$ cat config.mk
export PLATFORM = sky130hd
export DESIGN_NAME = lcd_cmd_sequencer
export DESIGN_NICKNAME = d
export VERILOG_FILES = /design/src/rtl/lcd_cmd_sequencer.sv
export SDC_FILE = /design/constraint.sdc
export NUM_CORES = 1
export LEC_CHECK = 0
export BUFFER_PORTS_ARGS = -buffer_cell sky130_fd_sc_hd__buf_2
export CAP_MARGIN = 25
export CORE_UTILIZATION = 45
export DETAILED_ROUTE_END_ITERATION = 8
export MAX_ROUTING_LAYER = met4
export PLACE_DENSITY = 0.65
export SETUP_SLACK_MARGIN = 0.1
export SLEW_MARGIN = 10
export SYNTH_ARGS = -nofsm -noshare
export SYNTH_HDL_FRONTEND = slang
export SYNTH_SLANG_ARGS = --single-unit
$ cat constraint.sdc
create_clock -name clk -period 2.6 [get_ports clk]
set_input_delay 0 -clock clk [delete_from_list [all_inputs] [get_ports clk]]
set_output_delay 0 -clock clk [all_outputs]
set_load 0.02 [all_outputs]
$ cat src/rtl/lcd_cmd_sequencer.sv
// lcd_cmd_sequencer
//   Buffers host command codes in a small FIFO and issues them one at a time
//   to the LCD image controller. An issue happens only while the controller
//   reports not busy. A write command (4'h0) is terminal: the block then waits
//   for the controller's done (or a timeout) and locks until reset.
//
// Ports
//   clk        : rising-edge clock
//   reset      : synchronous, active-high
//   host_cmd   : host command code
//   host_valid : host offers host_cmd this cycle
//   host_ready : FIFO accepts this cycle (registered)
//   cmd        : command to the controller (registered, NOP_CMD when idle)
//   cmd_valid  : one-cycle pulse on the first cycle of an issued command
//   busy       : controller busy; 0 means it samples cmd
//   done       : controller finished writing the image
//   seq_done   : sequence completed (done seen or timeout)
//   cmd_count  : commands issued, saturating at 255
//   dropped    : sticky, a host offer was refused
//   timeout    : sticky, done did not arrive in time
module lcd_cmd_sequencer #(
  parameter int unsigned FIFO_DEPTH   = 8,
  parameter logic [3:0]  NOP_CMD      = 4'hF,
  parameter int unsigned HOLD_CYC     = 2,
  parameter int unsigned DONE_TIMEOUT = 255
) (
  input  logic       clk,
  input  logic       reset,
  input  logic [3:0] host_cmd,
  input  logic       host_valid,
  output logic       host_ready,
  output logic [3:0] cmd,
  output logic       cmd_valid,
  input  logic       busy,
  input  logic       done,
  output logic       seq_done,
  output logic [7:0] cmd_count,
  output logic       dropped,
  output logic       timeout
);

  localparam int unsigned AW = (FIFO_DEPTH > 1) ? $clog2(FIFO_DEPTH) : 1;
  localparam int unsigned CW = AW + 1;
  localparam int unsigned HW = (HOLD_CYC > 1) ? $clog2(HOLD_CYC) : 1;
  localparam int unsigned WW = (DONE_TIMEOUT > 1) ? $clog2(DONE_TIMEOUT + 1) : 1;
  localparam logic [3:0]  WRITE_CMD = 4'h0;

  typedef enum logic [1:0] {
    S_IDLE,
    S_HOLD,
    S_WAIT_DONE,
    S_FINISH
  } state_t;

  state_t          state;
  state_t          state_n;

  logic [3:0]      mem [FIFO_DEPTH];
  logic [AW-1:0]   wr_ptr;
  logic [AW-1:0]   rd_ptr;
  logic [CW-1:0]   count;
  logic [CW-1:0]   count_n;
  logic [HW-1:0]   hold_cnt;
  logic [WW-1:0]   wait_cnt;
  logic [3:0]      head;
  logic            push;
  logic            pop;
  logic            timeout_hit;
  logic [3:0]      cmd_n;
  logic            cmd_valid_n;

  assign head = mem[rd_ptr];
  assign push = host_valid && host_ready;

  // State register
  always_ff @(posedge clk) begin
    if (reset) begin
      state <= S_IDLE;
    end else begin
      state <= state_n;
    end
  end

  // Next-state logic; pop is the issue decision
  always_comb begin
    state_n     = state;
    pop         = 1'b0;
    timeout_hit = 1'b0;
    case (state)
      S_IDLE: begin
        if ((count != '0) && !busy) begin
          pop     = 1'b1;
          state_n = (head == WRITE_CMD) ? S_WAIT_DONE : S_HOLD;
        end
      end
      S_HOLD: begin
        // hold_cnt starts at 0 on the cycle after issue, so the issued code
        // stays on cmd for HOLD_CYC cycles including the issue cycle
        if (hold_cnt == HW'(HOLD_CYC - 1)) begin
          state_n = S_IDLE;
        end
      end
      S_WAIT_DONE: begin
        if (done) begin
          state_n = S_FINISH;
        end else if (wait_cnt == WW'(DONE_TIMEOUT - 1)) begin
          state_n     = S_FINISH;
          timeout_hit = 1'b1;
        end
      end
      S_FINISH: begin
        state_n = S_FINISH;
      end
      default: begin
        state_n = S_IDLE;
      end
    endcase
  end

  // Output logic: next values for the registered command port, plus seq_done
  always_comb begin
    cmd_n       = cmd;
    cmd_valid_n = 1'b0;
    if (pop) begin
      cmd_n       = head;
      cmd_valid_n = 1'b1;
    end else if ((state_n == S_IDLE) || (state_n == S_FINISH)) begin
      cmd_n = NOP_CMD;
    end
    seq_done = (state == S_FINISH);
  end

  // Occupancy; entering or staying in FINISH flushes the FIFO
  always_comb begin
    count_n = count;
    if (state_n == S_FINISH) begin
      count_n = '0;
    end else if (push && !pop) begin
      count_n = count + CW'(1);
    end else if (!push && pop) begin
      count_n = count - CW'(1);
    end
  end

  // FIFO storage; contents need no reset since pointers define validity
  always_ff @(posedge clk) begin
    if (push) begin
      mem[wr_ptr] <= host_cmd;
    end
  end

  // Datapath registers
  always_ff @(posedge clk) begin
    if (reset) begin
      wr_ptr     <= '0;
      rd_ptr     <= '0;
      count      <= '0;
      hold_cnt   <= '0;
      wait_cnt   <= '0;
      cmd        <= NOP_CMD;
      cmd_valid  <= 1'b0;
      host_ready <= 1'b0;
      cmd_count  <= '0;
      dropped    <= 1'b0;
      timeout    <= 1'b0;
    end else begin
      count      <= count_n;
      cmd        <= cmd_n;
      cmd_valid  <= cmd_valid_n;
      // Registered ready reflects the post-edge occupancy, so a full FIFO
      // deasserts ready in the cycle right after the filling push
      host_ready <= (count_n < CW'(FIFO_DEPTH)) && (state_n != S_FINISH);

      if (state_n == S_FINISH) begin
        wr_ptr <= '0;
        rd_ptr <= '0;
      end else begin
        if (push) begin
          wr_ptr <= wr_ptr + AW'(1);
        end
        if (pop) begin
          rd_ptr <= rd_ptr + AW'(1);
        end
      end

      hold_cnt <= ((state == S_HOLD) && (state_n == S_HOLD)) ? hold_cnt + HW'(1) : '0;
      wait_cnt <= ((state == S_WAIT_DONE) && (state_n == S_WAIT_DONE)) ? wait_cnt + WW'(1) : '0;

      if (pop && (cmd_count != 8'hFF)) begin
        cmd_count <= cmd_count + 8'd1;
      end
      if (host_valid && !host_ready) begin
        dropped <= 1'b1;
      end
      if (timeout_hit) begin
        timeout <= 1'b1;
      end
    end
  end

endmodule

Yosys cells after proc, flatten, opt, wreduce, memory -nomap -nowiden
Memory sizes are Yosys's and may differ from the RTL's. A register that Yosys moved wholly into a read port is not among the register bits. Cells that the tools add are included.

Register bits: 37. Bits in latches: 0. Bits in writable memories: 32. Bits in read-only memories: 0. Bits of input ports: 9. Logic and storage cells: 75. Memories kept: 1.

Memories: mem (words 8, width 4, rd ports 1, clocked after Yosys merged registers in 1, write ports 1, RTL line 58) `logic [3:0] mem [FIFO_DEPTH];`.

Add/subtract/negate cells: 7. $mul: 0. Div/mod/pow operators: 0. Magnitude comparators: 1. Eq/ne operators: 9. Shifts and indexed selects: 0. Muxes and demuxes: 21. Bitwise gates (word level): 2. Reductions and logical operators: 22.

Operators by type and width (count): $mux W4 (5); $add A8 B1 Y8 const B (2); $mux W2 (5); $logic_and A1 B1 Y1 (9); $eq A2 B2 Y1 const B (4); $eq A8 B8 Y1 const B (1); $mux W1 (8); $ne A8 B8 Y1 const B (1); $pmux W2 S4 (1); $add A3 B1 Y3 const B (2); $mux W3 (2); $reduce_or A2 Y1 (3); $add A4 B1 Y4 const B (1); $eq A2 B1 Y1 const B (2); $logic_not A1 Y1 (4); $logic_not A2 Y1 (2); $logic_not A4 Y1 (1); $lt A4 B4 Y1 const B (1); $reduce_bool A4 Y1 (1); $sub A4 B1 Y4 const B (1); $ne A2 B2 Y1 const B (1); $not A1 Y1 (2); $reduce_bool A2 Y1 (1); $add A1 B1 Y1 const B (1); $logic_or A1 B1 Y1 (1).

Longest topological paths before layout
Gate-level depths: netlist of run 1.

Depth after elaboration: 10. Gate-level depth with buffers: 11. Gate-level depth less buffers: 10.

Least setup slack after synthesis of run 1
OpenSTA, ideal clock, no wires.

Path type: register to register. Start: register (tool-made name). End: register cmd[0]. Setup time: 114 ps. Data arrival time: 2478 ps. Required time: 2486 ps. Path slack: 8 ps. Stages on the path, launching flop included: 9. Path buffers: 1. Period minus slack after synthesis: 2592 ps. Cell sequence: dfxtp_1 -> buf_4 -> mux4_2 -> mux2i_1 -> a41oi_1 -> o311a_1 -> ha_1 -> or3_1 -> a21o_1.

RTL lines: end signal: assignment (RTL line 168) `cmd <= cmd_n;`; end: declaration (RTL line 32) `output logic [3:0] cmd,`.

==> out/results.ini, run 1 <==
[finish]
final-seq-area_sq_um=1773
n_fill_cell=535
syn2layout_area_growth_pct=24.03
diodes=0
fin_util_pct=59.35
multi_input_area_sq_um=1379
drive_above_1_share_pct=31.58
layout.nets=339

[grt]
grt_busiest_layer=met2
met2_usage_pct=28.08
met1_usage_pct=22.43
antenna_found_initial=0
grt_pass1_vias=2121
grt_pass1_wl_um=9804
grt_max_degree=22
grt-ovfl-total=0
grt_usage_pct=18.26
gr-usage-met3_pct=5.447

[timing]
slew_headroom_pct=56.14
period_share_pct=99.42
rsz0062_at_grt=yes
drv_slew=0
tightest_slew_ns=0.6528
period_needed_ns=2.585
timing.hold.ws_ns=0.01667
clock.fmax_mhz=386.8
setup_tns_ns=0
setup_slack_ns=0.01496
setup_viol=0
hold_viol=0
skew_ns=0.009881

[die]
num_rows=29
fp.dieW_um=85.11
ios=26
start_util_pct=47.85
die_h_um=85.11
dieArea_sq_um=7243
core_sq_um=6495

[synth]
synth_top_family_by_area=simple AND/OR/NAND/NOR gates
synthSimpleGateAreaFrac_pct=15.94
synthCells=264
ys_warn_count=0
ys_types=50
synthXorXnorAreaFrac_pct=2.818
avgSynthCellArea_sq_um=11.77
syn_nets=285
ys_seq_area_share_pct=56.68
syn-cell-area_sq_um=3108
synth_compound_gate_area_share_pct=9.461
yosys_most_used_dff=dfxtp_1
async_flop_share_pct=0
yosys.area.top_type=edfxtp_1
synth_top_area_share_pct=30.92
synth_area_leaders=edfxtp_1 31%, dfxtp_1 26%, mux4_2 5.8%
ys_seq_elements=72
synthMuxAreaShare_pct=7.085
synthAdderAreaFrac_pct=4.831
synth_edf_count=32

[clocking]
cts.clk_slew.worst_paths_ns=0.08
htree_levels=3
clock_latency_ns=0.36
max-clock-path-buffers=2
cts-root-buf=clkbuf_8
cts_tree=built
cts.sinks=72
cts_buffers=9

[min_path]
hold_path.class=in -> reg
min_from=done
min_path_cells=4
holdPathEnd=timeout

[power]
finalPower_mw=3.225
p_leak_nw=1.391
p_per_area_nw_per_um2=836.6
vdd_ir_drop_max_mv=0.4205

[drt]
routedWlPerCell_um=14.62
vias=2162
first_pass_iters=4
routed_wl_um=5846
ant_nets=0
drtIter0Drc=52
vias_per_cell=5.405
drc=0

[place]
place_ws_ns=-0.1798
post-dp-hpwl_um=3991
io_buffers=25
place_congestion=0.7553

[setup_path]
critPathRequiredTime_ns=2.85
r2r_slack_ns=0.01
reg2reg_depth=7
path_class=reg -> reg
path_max_fanout=8
r2r-end=cmd[1]
cp-end-kind=register
start_kind=register
cp.arrival_ns=2.83

[outcome]
status=complete, no violations

[job]
maxCapViolations=0

routing by layer:
metal | up-vias | wire length [um]
li1 | 1085 | -
met1 | 1026 | 2809
met2 | 36 | 2702
met3 | 15 | 212
met4 | 0 | 121
met5 | - | 0
critical path, cell delays in order, from the launching register on:
cell	delay, ns
dfxtp_4	0.44
mux4_2	0.57
mux2i_4	0.19
a41oi_2	0.16
o311a_1	0.37
ha_4	0.24
or3_1	0.36
a21o_1	0.16
worst max path at each step:
stage	from	endpoint	slack, ns	cells after the start
global route	register	wait_cnt[4]	-0.14	8
global placement	register	cmd[1]	-0.13	7
detailed placement	register	wait_cnt[3]	-0.18	8
finish	register	cmd[1]	0.01	7
floorplan	register	cmd[1]	0.05	8
CTS	register	cmd[1]	-0.02	7
registers in the layout, indices dropped and copies added (netlist names), named ones only:
signal and cells:
mem 32, cmd_count 8, wait_cnt 8, cmd 4, count 4, rd_ptr 3
wr_ptr 3, state 2, cmd_valid 1, dropped 1, hold_cnt 1, host_ready 1
timeout 1
cells in the mapped netlist (2+ instances only):
| cell type | n |
|---|---|
| a211oi_1 | 2 |
| a21o_1 | 4 |
| a21oi_1 | 13 |
| a41o_1 | 3 |
| and4_1 | 2 |
| clkbuf_1 | 9 |
| dfxtp_1 | 40 |
| edfxtp_1 | 32 |
| ha_1 | 12 |
| inv_1 | 10 |
| mux2i_1 | 4 |
| mux4_2 | 8 |
| nand2_1 | 18 |
| nand2b_1 | 4 |
| nand3_1 | 8 |
| nand4_1 | 7 |
| nor2_1 | 26 |
| nor2b_1 | 2 |
| nor3_1 | 4 |
| nor4_1 | 2 |
| o21ai_0 | 5 |
| o31ai_1 | 4 |
| o41ai_1 | 2 |
| or2_2 | 2 |
| or3_1 | 6 |
| or4_1 | 3 |
| xnor2_1 | 2 |
| xor2_1 | 8 |
cell type report:
type / instances / share of cell area [%]
Multi-Input combinational cell: 169 / 35.77
Inverter: 11 / 1.071
Clock inverter: 7 / 1.623
Clock buffer: 9 / 3.213
Tap cell: 77 / 2.499
Sequential cell: 72 / 45.99
Timing Repair Buffer: 55 / 9.834
cell usage in the layout, fill, tap and decap left out, types with 5 or more instances in the layout:
| cell type | count |
|---|---|
| dfxtp_1 | 37 |
| edfxtp_1 | 32 |
| buf_2 | 25 |
| buf_4 | 23 |
| nor2_1 | 22 |
| nand2_1 | 18 |
| a21oi_1 | 11 |
| inv_1 | 10 |
| ha_1 | 9 |
| clkbuf_8 | 9 |
| mux4_2 | 8 |
| nand3_1 | 8 |
| xor2_1 | 8 |
| nand4_1 | 7 |
| or3_1 | 6 |
| o21ai_0 | 5 |
| dlygate4sd3_1 | 5 |
metrics by stage:
step,instances,area (sq um)
floorplan,264,3149
global placement,369,3422
detailed placement,369,3422
CTS,393,3757
global route,400,3855
finish,400,3855
logic make-up after synthesis:
logic type / after synthesis
adder cells (fa/ha/maj): 12
buffers and inverters: 23
AND/OR/NAND/NOR: 93
XOR/XNOR: 10
flip-flops: 72
multiplexers: 12
AO/OA/AOI/OAI: 42
where the power goes:
group / internal, mW / switching (mW) / leakage [nW] / total (mW)
Combinational: 0.524 / 0.469 / 0.683 / 0.993
Sequential: 1.29 / 0.108 / 0.615 / 1.40
Clock: 0.366 / 0.465 / 0.0927 / 0.830
what timing repair did:
item	in CTS	in global routing
pin swaps	9	7
hold buffers	5	0
setup buffers	3	7
setup endpoints to repair	26	26
endpoints found under the hold margin	33	0
cloned	0	0
resized for setup	13	12
(Power assumes the default switching activity.)
==> run 2: changes to the inputs <==
Settings changed: CORE_UTILIZATION 45 to 53, PLACE_DENSITY 0.65 to 0.75, SETUP_SLACK_MARGIN 0.1 to unset.
==> run 2 against run 1 <==
Utilization rose by 8.1 points. Sequential share of layout area rose by 0.90 points. Final cell count fell by 3.5%. The run now ends with setup timing left. Critical endpoint is now wait_cnt[1]. Total power fell by 1.2%. Non-clock buffer count fell by 10. Count of clock-buffer cells in the layout rose by 1. Cell area fell by 2.4%. Global-route usage rose by 2.5 points. Wire length rose by 2.8%. Via count rose by 0.83%.
==> out/results.ini, run 2 (synthesis gave the netlist of run 1 again) <==
[outcome]
status=finished with violations
violations=setup timing

[die]
num_rows=27  ; -6.9%
die_h_um=78.58  ; -7.7%
fp.dieW_um=78.58  ; -7.7%
dieArea_sq_um=6174  ; -15%
core_sq_um=5574  ; -14%
start_util_pct=55.76  ; +7.9 points
ios=26  ; unchanged

[place]
post-dp-hpwl_um=3950  ; -1.0%
dp.cells=363  ; -1.6%
place_congestion=0.7717  ; +2.2%
place_ws_ns=-0.1724  ; +0.007434 ns
io_buffers=25  ; unchanged

[finish]
reg_top3=mem (32), cmd_count (8), wait_cnt (8)
layout_common_cells=38 x dfxtp_1, 32 x edfxtp_1, 25 x buf_2, 22 x nor2_1, 18 x nand2_1
final_common_cell=dfxtp_1
largest_register=mem
syn2layout_area_growth_pct=21.05
fin_cells=386  ; -3.5%
drive_above_1_share_pct=29.30  ; -2.3 points
diodes=0  ; unchanged
layout.nets=330  ; -2.7%
largest_reg_flops=32  ; unchanged

[setup_path]
path_max_fanout=8  ; unchanged
cp.arrival_ns=2.91  ; +0.08 ns
critical-path-max-stage-delay_ns=0.54  ; -0.03 ns
start_kind=register
critPathRequiredTime_ns=2.88  ; +0.03 ns
path_class=reg -> reg
cp-end-kind=register
path_delay_family=multiplexers
crit_path_cell_trace=buf_12 -> mux4_2 -> mux2i_4 -> buf_4 -> nand4_1 -> buf_4 -> o21bai_4 -> ha_2 -> or3b_4 -> nor2_2
cpMostUsedCell=buf_4
critPathBufInv=3  ; +3
crit_slowest_cell=mux4_2

[timing]
period_share_pct=101.1  ; +1.6 points
drv_slew=0  ; unchanged
rsz0062_at_grt=yes
clock.fmax_mhz=380.6  ; -1.6%
period_needed_ns=2.627  ; +0.04245 ns
tightest_slew_ns=0.8132  ; +0.1604 ns
setup_slack_ns=-0.02749  ; -0.04245 ns
skew_ns=0.01341  ; +0.003533 ns
hold_viol=0  ; unchanged
slew_headroom_pct=45.28  ; -11 points
setup_viol=9  ; +9

[clocking]
clock_latency_ns=0.35  ; about the same
cts.sinks=72  ; unchanged
cts.clk_slew.worst_paths_ns=0.08  ; about the same
max-clock-path-buffers=2  ; unchanged
cts-root-buf=clkbuf_8
cts_buffers=9  ; unchanged
htree_levels=3  ; unchanged
cts_tree=built

[drt]
vias=2180  ; +0.83%
routedWlPerCell_um=15.57  ; +6.6%
drc=0  ; unchanged
ant_nets=0  ; unchanged
routed_wl_um=6011  ; +2.8%
drtIter0Drc=124  ; +140%
first_pass_iters=4  ; unchanged
vias_per_cell=5.648  ; +4.5%

[power]
p_per_area_nw_per_um2=847.1  ; +1.3%
p_leak_nw=1.346  ; -3.2%
vdd_ir_drop_max_mv=0.4966  ; +18%
finalPower_mw=3.187  ; -1.2%

[grt]
gr-usage-met3_pct=5.930  ; +0.48 points
grt-ovfl-total=0  ; unchanged
grt_max_degree=22  ; unchanged
met2_usage_pct=34.87  ; +6.8 points
antenna_found_initial=0  ; unchanged
grt_usage_pct=20.76  ; +2.5 points
grt_pass1_vias=2076  ; -2.1%
met1_usage_pct=23.22  ; +0.79 points
grt_busiest_layer=met2
grt_pass1_wl_um=9390  ; -4.2%

[min_path]
hold_path.class=in -> reg

[job]
maxCapViolations=0  ; unchanged

run 2: changes by cell type in the layout (fill, tap and decap cells not counted), moves of 2 or more:
cell     change
inv_6        -2
dfxtp_4      -3
ha_2         +2
a21oi_1      +2
dfxtp_2      +2
a21oi_2      -2
buf_4        -9
run 2: final timing paths:
check | startpoint | endpoint | slack (ns) | cells after the start
max | register | wait_cnt[1] | -0.03 | 10
min | done | timeout | 0.04 | 4
max reg2reg | register | wait_cnt[1] | -0.03 | 10
min reg2reg | dropped | dropped | 0.48 | 2
run 2: worst reg2reg max path, stage by stage, from the launching register on:
cell and delay, ns:
dfxtp_2 0.35, buf_12 0.13, mux4_2 0.54, mux2i_4 0.20, buf_4 0.15, nand4_1 0.14
buf_4 0.19, o21bai_4 0.14, ha_2 0.18, or3b_4 0.44, nor2_2 0.11
run 2: power by group:
| group | switching (mW) | total, mW | internal (mW) | leakage (nW) |
|---|---|---|---|---|
| Clock | 0.414 | 0.860 | 0.446 | 0.0929 |
| Sequential | 0.0970 | 1.38 | 1.29 | 0.614 |
| Combinational | 0.482 | 0.944 | 0.462 | 0.639 |
run 2: timing repair:
action,4_1_cts,5_1_grt
endpoints found under the hold margin,33,0
setup endpoints to repair,17,26
pin swaps,2,14
resized for setup,9,18
hold buffers,5,0
cloned,0,1
buffers inserted,1,0
run 2: layout make-up:
| type | count | area [sq um] |
|---|---|---|
| well taps | 72 | 90.09 |
| multi-input cells | 170 | 1371 |
| inverters | 11 | 41.29 |
| flip-flops and latches | 72 | 1764 |
| repair buffers | 45 | 300.3 |
| fillers | 407 | 1812 |
| clock inverters | 6 | 67.56 |
| clock buffers | 10 | 127.6 |
run 2: stage by stage:
step                      cell area [sq um]  utilization [%]  TNS (ns)  hold slack (ns)
after floorplan                        3108                -         0          0.09887
after detailed placement               3383            60.70    -1.608           0.2849
after global placement                 3383            60.70   -0.5982           0.2676
after global routing                   3762            67.50    -1.051          0.05770
after CTS                              3672            65.88   -0.2391          0.03266
final                                  3762            67.50   -0.1243          0.04378
run 2: metal layers:
| metal | wire [um] | vias up |
|---|---|---|
| met5 | 0 | - |
| met4 | 71 | 0 |
| met3 | 259 | 11 |
| met2 | 3022 | 47 |
| met1 | 2658 | 1055 |
| li1 | - | 1067 |
